<file path="config.mk">
export PLATFORM = sky130hd
export DESIGN_NAME = rotary_quadrature_gen
export DESIGN_NICKNAME = d
export VERILOG_FILES = /design/src/rtl/rotary_quadrature_gen_pkg.sv /design/src/rtl/rotary_quadrature_gen_phase_timer.sv /design/src/rtl/rotary_quadrature_gen.sv
export SDC_FILE = /design/constraint.sdc
export NUM_CORES = 1
export LEC_CHECK = 0
export ABC_AREA = 0
export BUFFER_PORTS_ARGS = -buffer_cell sky130_fd_sc_hd__buf_2
export CORE_MARGIN = 1
export CORE_UTILIZATION = 44
export CTS_CLUSTER_SIZE = 20
export DETAILED_ROUTE_END_ITERATION = 8
export GPL_TIMING_DRIVEN = 0
export RECOVER_POWER = 50
export SYNTH_ARGS = -nofsm -noshare
export SYNTH_HDL_FRONTEND = slang
export SYNTH_HIERARCHICAL = 1
export SYNTH_SLANG_ARGS = --single-unit
export TNS_END_PERCENT = 10
</file>
<file path="constraint.sdc">
create_clock -name clk -period 2.74 [get_ports clk]
set_input_delay 0.274 -clock clk [delete_from_list [all_inputs] [get_ports clk]]
set_output_delay 0.274 -clock clk [all_outputs]
set_load 0.01 [all_outputs]
</file>
<file path="src/rtl/rotary_quadrature_gen_pkg.sv">
// Shared definitions for the rotary quadrature generator: FSM states,
// 2-bit quadrature phase codes, direction constants and phase lookup helpers.
package rotary_quadrature_gen_pkg;

  typedef enum logic [1:0] {
    S_IDLE,
    S_PHASE,
    S_DONE
  } state_t;

  localparam logic [1:0] Q_00 = 2'b00;
  localparam logic [1:0] Q_01 = 2'b01;
  localparam logic [1:0] Q_11 = 2'b11;
  localparam logic [1:0] Q_10 = 2'b10;

  localparam logic DIR_L = 1'b0;
  localparam logic DIR_R = 1'b1;

  // {A,B} code for phase index idx; index 3 is always the 00 rest code.
  // Right: 01,11,10,00   Left: 10,11,01,00
  function automatic logic [1:0] phase_code(input logic dir, input logic [1:0] idx);
    case (idx)
      2'd0:    return (dir == DIR_R) ? Q_01 : Q_10;
      2'd1:    return Q_11;
      2'd2:    return (dir == DIR_R) ? Q_10 : Q_01;
      default: return Q_00;
    endcase
  endfunction

  // True for the phase in which channel A rises.
  function automatic logic a_rises(input logic dir, input logic [1:0] idx);
    return (dir == DIR_R) ? (idx == 2'd1) : (idx == 2'd0);
  endfunction

endpackage

</file>
<file path="src/rtl/rotary_quadrature_gen_phase_timer.sv">
// Free-running phase timer: counts 0..PHASE_CYCLES-1 and flags the terminal
// count. Every terminal count is an advance, so the count wraps to 0 there.
module phase_timer #(
  parameter int unsigned PHASE_CYCLES = 50000,
  parameter int unsigned TIMER_W      = 16
) (
  input  logic clk,
  input  logic rst,
  input  logic clear,
  output logic tick
);

  localparam logic [TIMER_W-1:0] LAST = TIMER_W'(PHASE_CYCLES - 1);

  logic [TIMER_W-1:0] cnt;

  // Phase cycle counter, held at zero while cleared.
  always_ff @(posedge clk) begin
    if (rst || clear) begin
      cnt <= '0;
    end else if (cnt == LAST) begin
      cnt <= '0;
    end else begin
      cnt <= cnt + TIMER_W'(1);
    end
  end

  assign tick = (cnt == LAST);

endmodule

</file>
<file path="src/rtl/rotary_quadrature_gen.sv">
// Rotary-encoder quadrature waveform generator: emits cmd_steps detents of
// A/B quadrature in the commanded direction, optionally with a one-cycle
// contact-bounce glitch on every A rise.
module rotary_quadrature_gen
  import rotary_quadrature_gen_pkg::*;
#(
  parameter int unsigned PHASE_CYCLES = 50000,
  parameter int unsigned COUNT_W      = 8,
  parameter int unsigned TIMER_W      = 16
) (
  input  logic               clk,
  input  logic               rst,
  input  logic               cmd_valid,
  output logic               cmd_ready,
  input  logic               cmd_dir,
  input  logic [COUNT_W-1:0] cmd_steps,
  input  logic               bounce_en,
  output logic               rot_a,
  output logic               rot_b,
  output logic               busy,
  output logic               done
);

  state_t             state, state_next;
  logic               dir_q;
  logic               bounce_q;
  logic [COUNT_W-1:0] steps_q;
  logic [1:0]         idx_q;
  logic [1:0]         bnc_cnt;
  logic               tick;
  logic               accept;
  logic               last_detent;
  logic               end_of_detent;

  assign cmd_ready     = (state == S_IDLE) || (state == S_DONE);
  assign busy          = (state == S_PHASE);
  assign done          = (state == S_DONE);
  assign accept        = cmd_valid && cmd_ready;
  assign last_detent   = (steps_q == COUNT_W'(1));
  assign end_of_detent = tick && (idx_q == 2'd3);

  phase_timer #(
    .PHASE_CYCLES (PHASE_CYCLES),
    .TIMER_W      (TIMER_W)
  ) u_timer (
    .clk   (clk),
    .rst   (rst),
    .clear (state != S_PHASE),
    .tick  (tick)
  );

  // FSM state register.
  always_ff @(posedge clk) begin
    if (rst) begin
      state <= S_IDLE;
    end else begin
      state <= state_next;
    end
  end

  // Next-state logic; DONE accepts a new command just like IDLE.
  always_comb begin
    state_next = state;
    case (state)
      S_IDLE, S_DONE: begin
        if (accept) begin
          state_next = (cmd_steps == '0) ? S_DONE : S_PHASE;
        end else begin
          state_next = S_IDLE;
        end
      end
      S_PHASE: begin
        if (end_of_detent && last_detent) begin
          state_next = S_DONE;
        end
      end
      default: state_next = S_IDLE;
    endcase
  end

  // Command latch, step counter, phase index, bounce sub-counter and outputs.
  // The step count is decremented at the end of each rest phase rather than on
  // entry to it; the final rest phase is recognised by a count of one.
  always_ff @(posedge clk) begin
    if (rst) begin
      dir_q    <= DIR_L;
      bounce_q <= 1'b0;
      steps_q  <= '0;
      idx_q    <= 2'd0;
      bnc_cnt  <= 2'd0;
      rot_a    <= 1'b0;
      rot_b    <= 1'b0;
    end else if (accept) begin
      dir_q    <= cmd_dir;
      bounce_q <= bounce_en;
      steps_q  <= cmd_steps;
      idx_q    <= 2'd0;
      bnc_cnt  <= 2'd0;
      if (cmd_steps != '0) begin
        {rot_a, rot_b} <= phase_code(cmd_dir, 2'd0);
      end
    end else if (state == S_PHASE) begin
      if (tick) begin
        idx_q   <= idx_q + 2'd1;
        bnc_cnt <= 2'd0;
        if (!(end_of_detent && last_detent)) begin
          {rot_a, rot_b} <= phase_code(dir_q, idx_q + 2'd1);
        end
        if (end_of_detent && !last_detent) begin
          steps_q <= steps_q - COUNT_W'(1);
        end
      end else if (bounce_q && a_rises(dir_q, idx_q) && (bnc_cnt != 2'd2)) begin
        // Glitch: new A (1 cycle), old A (1 cycle), then new A to phase end.
        bnc_cnt <= bnc_cnt + 2'd1;
        rot_a   <= (bnc_cnt == 2'd1);
      end
    end
  end

endmodule

</file>
==> results.toml <==
[finish]
drive_gt1_share_pct = 14.8
final_cells = 293
fin_nets = 264
diodes = 0
utilization_pct = 52.3
syn_to_final_growth_pct = 12.2

[synth]
synthMuxAreaShare_pct = 3.94
ys_warn_count = 6
synth_edf_count = 0
yosys.area_share.simple_pct = 29.4
synth_top_family_by_area = "simple AND/OR/NAND/NOR gates"
avgSynthCellArea_sq_um = 8.78
synthCells = 217
netlist_area_sq_um = 1910
synth_top_area_share_pct = 35.7
synth_xor_area_share_pct = 6.89
synthFlopType = "dfxtp_1"
synth_fa_ha_area_share_pct = 5.91
synthArstFlopShare_pct = 0
yosys.area.top_type = "dfxtp_1"
synth_top_cells_by_area = "dfxtp_1, xnor2_1, ha_1"
ys_seq_area_share_pct = 35.7
yosysMostFrequentCell = "dfxtp_1"
yosys-top-cells-count = "dfxtp_1, nor2_1, inv_1, nand2_1, xnor2_1"
ys_ff_latch = 34
synth_compound_area_share_pct = 12.5
synth_cell_types = 49
syn_nets = 239

[critical_path]
path_delay_family = "simple AND/OR/NAND/NOR gates"
start_kind = "flip-flop"
crit_required_ps = 2950
slowest_stage = "or4b_1"
cp_num_buf_inv = 1
critical_path.cell_chain = "or4b_1, nor4_2, buf_4, nand4b_4, a21o_4, or4_1, a31oi_1"
slowest_delay_ps = 560
crit_fanout = 8
path_class = "reg2reg"
crit_arrival_ps = 2730
crit_path_end_kind = "flip-flop"

[global_routing]
grt_usage_pct = 19.3
grt_max_degree = 12
grt_pass1_wl_um = 6510
antenna_found_initial = 0
first_global_vias = 1390
grt-ovfl-total = 0

[timing]
fin_crit_sh_pct = 92.0
finalSetupTns_ps = 0
drv_slew = 0
finalHoldViolations = 0
fin_skew_ps = 7.43
report.final.setup_viol = 0
timing.fmax_ghz = 0.397
slew-limit-headroom_pct = 64.4
fin_crit_ps = 2520
rsz0062_at_grt = "no"
tightest_slew_ps = 534

[die]
die_area_sq_um = 4600
die_w_um = 67.8
core_sq_um = 4090
rows = 23
die_y_um = 67.8
initial_core_util_pct = 46.6
ios = 18

[clock_network]
htree_levels = 2
cts_root_buffer = "clkbuf_8"
cts_made_buffers = 5
clk_pin_slew_ps = 70
cts_tree = "done"
cts.sinks = 34
clk_path_buf_depth = 2
insertion_delay_ps = 290

[power]
switchingPower_uw = 271
pwr-share-comb_pct = 11.2
clockPowerShare_pct = 37.5
sw_frac_of_total_pct = 26.3
ir_worst_vdd_mv = 0.269
p_seq_share_pct = 51.3
power_density_nw_per_um2 = 481
power.leakage_uw = 0.000748
p_int_uw = 758

[detailed_routing]
drc = 0
drt_iter0_drc = 62
ant_nets = 0
wl_um = 4000
wl_per_cell_um = 13.6
vias_per_cell = 5.36
dr_total_vias = 1570
dr.pass1.iters = 5

[placement]
portBuffers = 17
place_inst = 284
place.gp.congestion = 0.766
hpwl_um = 2880

[hold_path]
hp-class = "in2reg"

[outcome]
outcome = "complete, no violations"

[flow_run]
cap_violations = 0
-- cells by family (layout without fill, tap and decap cells) --
group | after synthesis | count (layout)
AND/OR/NAND/NOR | 96 | 96
flip-flops | 34 | 34
adder cells (fa/ha/maj) | 9 | 9
AO/OA/AOI/OAI | 33 | 33
multiplexers | 7 | 7
XOR/XNOR | 15 | 15
buffers and inverters | 23 | 49
-- placed cells by master, fill, tap and decap left out, types with 2 or more instances in the layout --
| cell | instances |
|---|---|
| ha_1 | 9 |
| inv_1 | 15 |
| or3_1 | 5 |
| a21oi_1 | 7 |
| nand2_1 | 14 |
| mux2_2 | 4 |
| buf_2 | 12 |
| and2b_1 | 2 |
| clkbuf_8 | 6 |
| o21ai_0 | 2 |
| nor3_1 | 8 |
| o21a_1 | 2 |
| clkbuf_1 | 12 |
| nor4_1 | 5 |
| a31oi_1 | 6 |
| o211ai_1 | 4 |
| a211oi_1 | 2 |
| nor2_1 | 26 |
| nand3_1 | 11 |
| nand2b_1 | 2 |
| nor4_2 | 2 |
| xnor2_1 | 14 |
| buf_4 | 2 |
| dfxtp_1 | 34 |
| mux2i_1 | 3 |
| nand4_1 | 4 |
| or4_1 | 4 |
| or4bb_1 | 2 |
-- stage by stage --
step	hold slack [ps]	setup slack [ps]	area (sq um)	total power (uW)
after detailed placement	453	142	2050	659
after global placement	448	150	2050	658
after floorplan	410	377	1910	619
after global routing	230	29.2	2140	1080
after CTS	216	137	2150	1050
final	224	220	2140	1030
-- metal layers --
metal,vias up,global-route usage (%),wire [um]
met1,714,24.8,1960
met4,0,7.29,34
met2,22,31.4,1860
met5,-,0,0
met3,4,4.33,140
li1,830,-,-
-- repair_timing --
action                                  4_1_cts  5_1_grt
hold buffers                                  0        0
buffers inserted                              0        1
gates resized for setup                       0        3
endpoints found under the setup margin        0        1
-- final cells by class --
class,count,area (sq um)
multi-input cells,160,1120
clock inverters,2,12.5
repair buffers,18,86.3
plain buffers,8,33.8
clock buffers,6,82.6
well taps,50,62.6
inverters,15,56.3
flip-flops and latches,34,681
fillers,412,1950
-- power groups by stage --
stage / sequential (uW) / combinational (uW) / clock [uW]
after detailed placement: 539 / 120 / 0
after global placement: 538 / 120 / 0
after CTS: 527 / 121 / 405
after floorplan: 536 / 82.8 / 0
after global routing: 530 / 130 / 422
final: 528 / 115 / 386
-- worst reg2reg max path, delay by kind of cell (launching register included) --
family	cells	cell delay, ps
compound gates	2	420
buf+inv	1	200
flops	1	360
simple gates	4	1470
-- flip-flops by register name (all words and copies together), names as in the netlist --
register / flops
bounce_q: 1
state: 2
steps_q: 8
rot_b: 1
rot_a: 1
idx_q: 2
dir_q: 1
bnc_cnt: 2
u_timer/cnt: 16
-- path summary, 6_finish.rpt --
kind              depth (start not counted)       startpoint  slack [ps]              to
setup / recovery                          7  u_timer/cnt[10]         220      steps_q[5]
hold reg to reg                           1   u_timer/cnt[0]         460  u_timer/cnt[0]
setup reg to reg                          7  u_timer/cnt[10]         220      steps_q[5]
hold / removal                            3        bounce_en         220        bounce_q
(Power assumes the default switching activity.)
